## src/rtl/adder_share_arbiter.sv

```systemverilog
// -----------------------------------------------------------------------------
// adder_share_arbiter
//
// Purpose:
//   Shares a single A_W-bit + B_W-bit zero-extending adder between two
//   requesters. A round-robin arbiter picks at most one operand pair per cycle.
//   The (A_W+1)-bit sum, tagged with the requester id, is pushed into a small
//   result FIFO that drains over a valid/ready output port. The block sits
//   between the partial-product accumulation stages and the normalisation
//   stage of the multiplier datapath.
//
// Handshake semantics (all ports):
//   A transfer happens on a rising clk edge where valid and ready are both
//   high. A producer holding valid keeps its payload stable until that edge.
//   reqN_ready depends only on the request valids, the arbitration history and
//   the FIFO fill level, never on res_ready, so there is no combinational
//   path from the result consumer back to the requesters.
//
// Ports:
//   clk                    clock, rising edge
//   rst                    asynchronous, active-high reset
//   req0_valid/a/b/ready   requester 0 operand pair handshake
//   req1_valid/a/b/ready   requester 1 operand pair handshake
//   res_valid/sum/id/ready result FIFO head handshake
//   grant_cnt0/1           accepted-request counters (wrap modulo 2^CNT_W)
// -----------------------------------------------------------------------------
module adder_share_arbiter #(
  parameter int A_W   = 47,
  parameter int B_W   = 19,
  parameter int DEPTH = 2,
  parameter int CNT_W = 16
) (
  input  logic             clk,
  input  logic             rst,

  input  logic             req0_valid,
  input  logic [A_W-1:0]   req0_a,
  input  logic [B_W-1:0]   req0_b,
  output logic             req0_ready,

  input  logic             req1_valid,
  input  logic [A_W-1:0]   req1_a,
  input  logic [B_W-1:0]   req1_b,
  output logic             req1_ready,

  output logic             res_valid,
  output logic [A_W:0]     res_sum,
  output logic             res_id,
  input  logic             res_ready,

  output logic [CNT_W-1:0] grant_cnt0,
  output logic [CNT_W-1:0] grant_cnt1
);

  localparam int PTR_W = $clog2(DEPTH);
  localparam logic [PTR_W:0] DEPTH_C = (PTR_W + 1)'(DEPTH);

  // FIFO storage and bookkeeping
  logic [A_W:0]       sum_mem_q [DEPTH];
  logic [DEPTH-1:0]   id_mem_q;
  logic [PTR_W-1:0]   wr_ptr_q;
  logic [PTR_W-1:0]   rd_ptr_q;
  logic [PTR_W:0]     count_q;
  logic [PTR_W:0]     count_d;

  // Last popped head, presented while the FIFO is empty
  logic [A_W:0]       hold_sum_q;
  logic               hold_id_q;

  // Arbitration history: 1 after reset so requester 0 wins the first tie
  logic               last_served_q;

  logic [CNT_W-1:0]   cnt0_q;
  logic [CNT_W-1:0]   cnt1_q;

  logic               grant0;
  logic               grant1;
  logic               not_full;
  logic               push0;
  logic               push1;
  logic               push;
  logic               pop;
  logic [A_W-1:0]     push_a;
  logic [B_W-1:0]     push_b;
  logic [A_W:0]       push_sum;

  // Round robin: a lone valid always wins; on a tie the requester that was
  // not served last wins.
  assign grant0 = req0_valid & (~req1_valid |  last_served_q);
  assign grant1 = req1_valid & (~req0_valid | ~last_served_q);

  assign not_full   = (count_q < DEPTH_C);
  assign req0_ready = grant0 & not_full;
  assign req1_ready = grant1 & not_full;

  assign push0 = req0_valid & req0_ready;
  assign push1 = req1_valid & req1_ready;
  assign push  = push0 | push1;

  // The shared adder: operand B is zero-extended, carry-out kept in the MSB.
  assign push_a   = push1 ? req1_a : req0_a;
  assign push_b   = push1 ? req1_b : req0_b;
  assign push_sum = {1'b0, push_a} + {{(A_W + 1 - B_W){1'b0}}, push_b};

  assign res_valid = (count_q != '0);
  assign pop       = res_valid & res_ready;

  assign res_sum = res_valid ? sum_mem_q[rd_ptr_q] : hold_sum_q;
  assign res_id  = res_valid ? id_mem_q[rd_ptr_q]  : hold_id_q;

  assign grant_cnt0 = cnt0_q;
  assign grant_cnt1 = cnt1_q;

  // Push and pop in the same cycle leave the fill level unchanged.
  always_comb begin
    count_d = count_q;
    case ({push, pop})
      2'b10:   count_d = count_q + 1'b1;
      2'b01:   count_d = count_q - 1'b1;
      default: count_d = count_q;
    endcase
  end

  always_ff @(posedge clk or posedge rst) begin
    if (rst) begin
      for (int i = 0; i < DEPTH; i++) begin
        sum_mem_q[i] <= '0;
      end
      id_mem_q      <= '0;
      wr_ptr_q      <= '0;
      rd_ptr_q      <= '0;
      count_q       <= '0;
      hold_sum_q    <= '0;
      hold_id_q     <= 1'b0;
      last_served_q <= 1'b1;
      cnt0_q        <= '0;
      cnt1_q        <= '0;
    end else begin
      count_q <= count_d;
      if (push) begin
        sum_mem_q[wr_ptr_q] <= push_sum;
        id_mem_q[wr_ptr_q]  <= push1;
        wr_ptr_q            <= wr_ptr_q + 1'b1;
        last_served_q       <= push1;
        if (push0) cnt0_q <= cnt0_q + 1'b1;
        if (push1) cnt1_q <= cnt1_q + 1'b1;
      end
      if (pop) begin
        rd_ptr_q   <= rd_ptr_q + 1'b1;
        hold_sum_q <= sum_mem_q[rd_ptr_q];
        hold_id_q  <= id_mem_q[rd_ptr_q];
      end
    end
  end

endmodule

```

## config.mk

```make
export PLATFORM = sky130hd
export DESIGN_NAME = adder_share_arbiter
export DESIGN_NICKNAME = d
export VERILOG_FILES = /design/src/rtl/adder_share_arbiter.sv
export SDC_FILE = /design/constraint.sdc
export NUM_CORES = 1
export LEC_CHECK = 0
export ABC_AREA = 1
export CORE_MARGIN = 8
export CORE_UTILIZATION = 50
export DETAILED_ROUTE_END_ITERATION = 7
export GPL_ROUTABILITY_DRIVEN = 0
export PLACE_DENSITY = 0.85
export SYNTH_ARGS = -nofsm -noshare
export SYNTH_HDL_FRONTEND = slang
export SYNTH_SLANG_ARGS = --single-unit
```

## constraint.sdc

```tcl
create_clock -name clk -period 13.9 [get_ports clk]
set_input_delay 3.475 -clock clk [delete_from_list [all_inputs] [get_ports clk]]
set_output_delay 3.475 -clock clk [all_outputs]
set_load 0.02 [all_outputs]
```

==> flow_summary.json <==
{
  "switching_share_pct": 47.3,
  "io_buffers": 220,
  "syn_avg_cell_area_sq_um": 7.00,
  "post-route-period-util_pct": 65.7,
  "cts-root-buf": "clkbuf_16",
  "r2r_cells": 19,
  "multi_input_area_sq_um": 5730,
  "clk_latency_ns": 0.44,
  "critPathBufInv": 3,
  "nNetsFinal": 1939,
  "min_path_type": "register to register",
  "total_leakage_power_nw": 6.91,
  "syn-cell-area_sq_um": 11200,
  "seqCellArea_sq_um": 4610,
  "grt-ovfl-total": 0,
  "crit_path_cell_trace": "clkdlybuf4s50_1, nand2_2, nand3_4, inv_2, clkdlybuf4s50_1",
  "path_class": "input pin to output port",
  "crit_family": "buffers and inverters",
  "viasPerCell": 5.33,
  "ys_types": 44,
  "whs_ns": 0.482,
  "cts_tree": "yes",
  "finalSetupTns_ns": 0,
  "die_w_um": 166,
  "worst-path-stages": 5,
  "cts_resized": 0,
  "p_sw_mw": 1.44,
  "fin_skew_ns": 0.0108,
  "fin_total_pwr_mw": 3.04,
  "outcome": "finished clean",
  "vias": 11100,
  "synth_fp_nets": 1758,
  "clockBufferDepth": 2,
  "first_global_vias": 10600,
  "htree_levels": 4,
  "wl_per_cell_um": 15.6,
  "grt_max_degree": 101,
  "cp_max_fo": 46,
  "mostFrequentLayoutCell": "nand2_1",
  "dr.pass1.iters": 6,
  "post_cts_buffers": 0,
  "pwr-share-comb_pct": 54.9,
  "syn_to_final_growth_pct": 26.5,
  "worstReg2RegStart": "last_served_q",
  "hpwl_um": 23600,
  "grtUsageTotal_pct": 24.0,
  "holdBufCountCts": 0,
  "yosysTopAreaCell": "dfrtp_1",
  "die_area_sq_um": 27400,
  "io_pins": 221,
  "synth_cells": 1598,
  "ys.warnings.count": 0,
  "yosysSeqAreaShare_pct": 41.2,
  "worstMarginPinSlew_ns": 1.17,
  "slew_headroom_pct": 21.8,
  "cts_made_buffers": 17,
  "remaining_drc_errors": 0,
  "layout_common_cells": "nand2_1, clkdlybuf4s50_1, dfrtp_1",
  "p_int_mw": 1.60,
  "r2r_setup_slack_ns": 9.98,
  "rr_endpoint": "sum_mem_q[24]",
  "crit_start": "req0_valid",
  "cts_sinks": 184,
  "drt_wl_total_um": 32300,
  "placed_cells": 2040,
  "start_util_pct": 51.1,
  "drv_cap": 0,
  "timing_hold_violations_final": 0,
  "final_antenna_net_count": 0,
  "clkPwrFrac_pct": 16.8,
  "antenna_found_initial": 2,
  "fmax_mhz": 110,
  "clk_pin_slew_ns": 0.08,
  "slowest_stage": "clkdlybuf4s50_1",
  "final_max_slew_viol_count": 0,
  "slowest_delay_ns": 0.76,
  "synth_top_area_share_pct": 41.0,
  "arrival_ns": 5.65,
  "cp-end-kind": "output port",
  "num-fill-cells": 1863,
  "endpoint": "req1_ready",
  "final_cells": 2074,
  "synth.area.top_cells": "dfrtp_1, nand2_1, o21ai_0, inv_1, nand3_1",
  "final.min_clock_period_ns": 9.13,
  "preCtsSetupSlack_ns": 4.79,
  "critPathLaunchType": "input pin",
  "crit_top_cell": "clkdlybuf4s50_1",
  "layout-drive-gt1-share_pct": 6.03,
  "power_density_nw_per_um2": 215,
  "rsz0062_at_grt": "no",
  "grt_pass1_wl_um": 52700,
  "die_y_um": 166,
  "rows": 54,
  "ys_ff_latch": 184,
  "finalSetupViolCount": 0,
  "p_seq_share_pct": 28.3,
  "ir_drop_mv": 0.114,
  "drt-initial-drc-count": 984,
  "fin_ws_ns": 4.77,
  "required_ns": 10.43,
  "coreArea_sq_um": 21900
}
-- logic make-up (layout without fill, tap and decap cells) --
| logic type | after synthesis | after routing | share of synthesized area (%) |
|---|---|---|---|
| AND/OR/NAND/NOR | 905 | 905 | 33.5 |
| AO/OA/AOI/OAI | 219 | 219 | 10.8 |
| buffers and inverters | 213 | 407 | 7.58 |
| flip-flops | 184 | 184 | 41.2 |
| XOR/XNOR | 54 | 54 | 4.30 |
| adder cells (fa/ha/maj) | 23 | 23 | 2.64 |
| other | 0 | 2 | 0 |
-- how the worst min path moves through the flow --
| stage | start | slack, ns | to | cells past startpoint |
|---|---|---|---|---|
| floorplan | sum_mem_q[2] | 0.44 | sum_mem_q[2] | 2 |
| global placement | sum_mem_q[2] | 0.45 | sum_mem_q[2] | 2 |
| detailed placement | sum_mem_q[2] | 0.46 | sum_mem_q[2] | 2 |
| CTS | sum_mem_q[2] | 0.48 | sum_mem_q[2] | 2 |
| global route | sum_mem_q[94] | 0.51 | sum_mem_q[94] | 2 |
| finish | sum_mem_q[2] | 0.48 | sum_mem_q[2] | 2 |
-- tightest hold or removal path, delay by kind of cell (launching register included) --
| kind | cells | cell delay [ns] |
|---|---|---|
| DFF | 1 | 0.35 |
| and+or+nand+nor | 2 | 0.10 |
-- per-stage QoR --
step	util, %	area [sq um]
finish	64.6	14100
global route	64.6	14100
CTS	64.6	14100
detailed placement	61.7	13500
global placement	61.7	13500
floorplan	-	11200
-- cells in the mapped netlist, drive strengths merged --
cell type / instances
nand2: 685
dfrtp: 183
o21ai: 182
inv: 145
nand3: 94
nor2: 83
clkbuf: 49
a21oi: 28
xor2: 28
xnor2: 26
nand4: 23
ha: 22
buf: 17
nor3: 11
a21o: 3
o21bai: 3
a31oi: 2
clkinv: 2
nand3b: 2
nor4: 2
or2: 2
and2: 1
and3: 1
dfstp: 1
fa: 1
nor3b: 1
o21a: 1
-- registers in the layout (all words and copies together), names as in the netlist --
name / flops
sum_mem_q: 96
hold_sum_q: 48
grant_cnt0: 16
grant_cnt1: 16
count_q: 2
id_mem_q: 2
hold_id_q: 1
last_served_q: 1
rd_ptr_q: 1
wr_ptr_q: 1
-- metal layers --
layer | global-route usage, % | up-vias | share of wire, %
met5 | 0 | - | 0
met3 | 6.45 | 54 | 8.8
met2 | 37.3 | 426 | 46
met1 | 32.2 | 5182 | 44
li1 | - | 5399 | -
met4 | 7.06 | 0 | 1.8
-- layout make-up --
cell class	instances	area share, %
Tap cell	280	2.48
Inverter	147	3.94
Multi-Input combinational cell	1201	40.5
Clock inverter	15	1.48
Timing Repair Buffer	228	16.0
Clock buffer	17	3.01
Sequential cell	184	32.6
Antenna cell	2	0.0354
-- power groups by stage --
stage          Combinational, mW  Clock (mW)  Sequential (mW)
2_1_floorplan               1.07           0            0.860
3_3_place_gp                1.61           0            0.858
3_5_place_dp                1.65           0            0.867
4_1_cts                     1.67       0.516            0.860
5_1_grt                     1.86       0.538            0.887
6_report                    1.67       0.512            0.862
(Power assumes the default switching activity.)
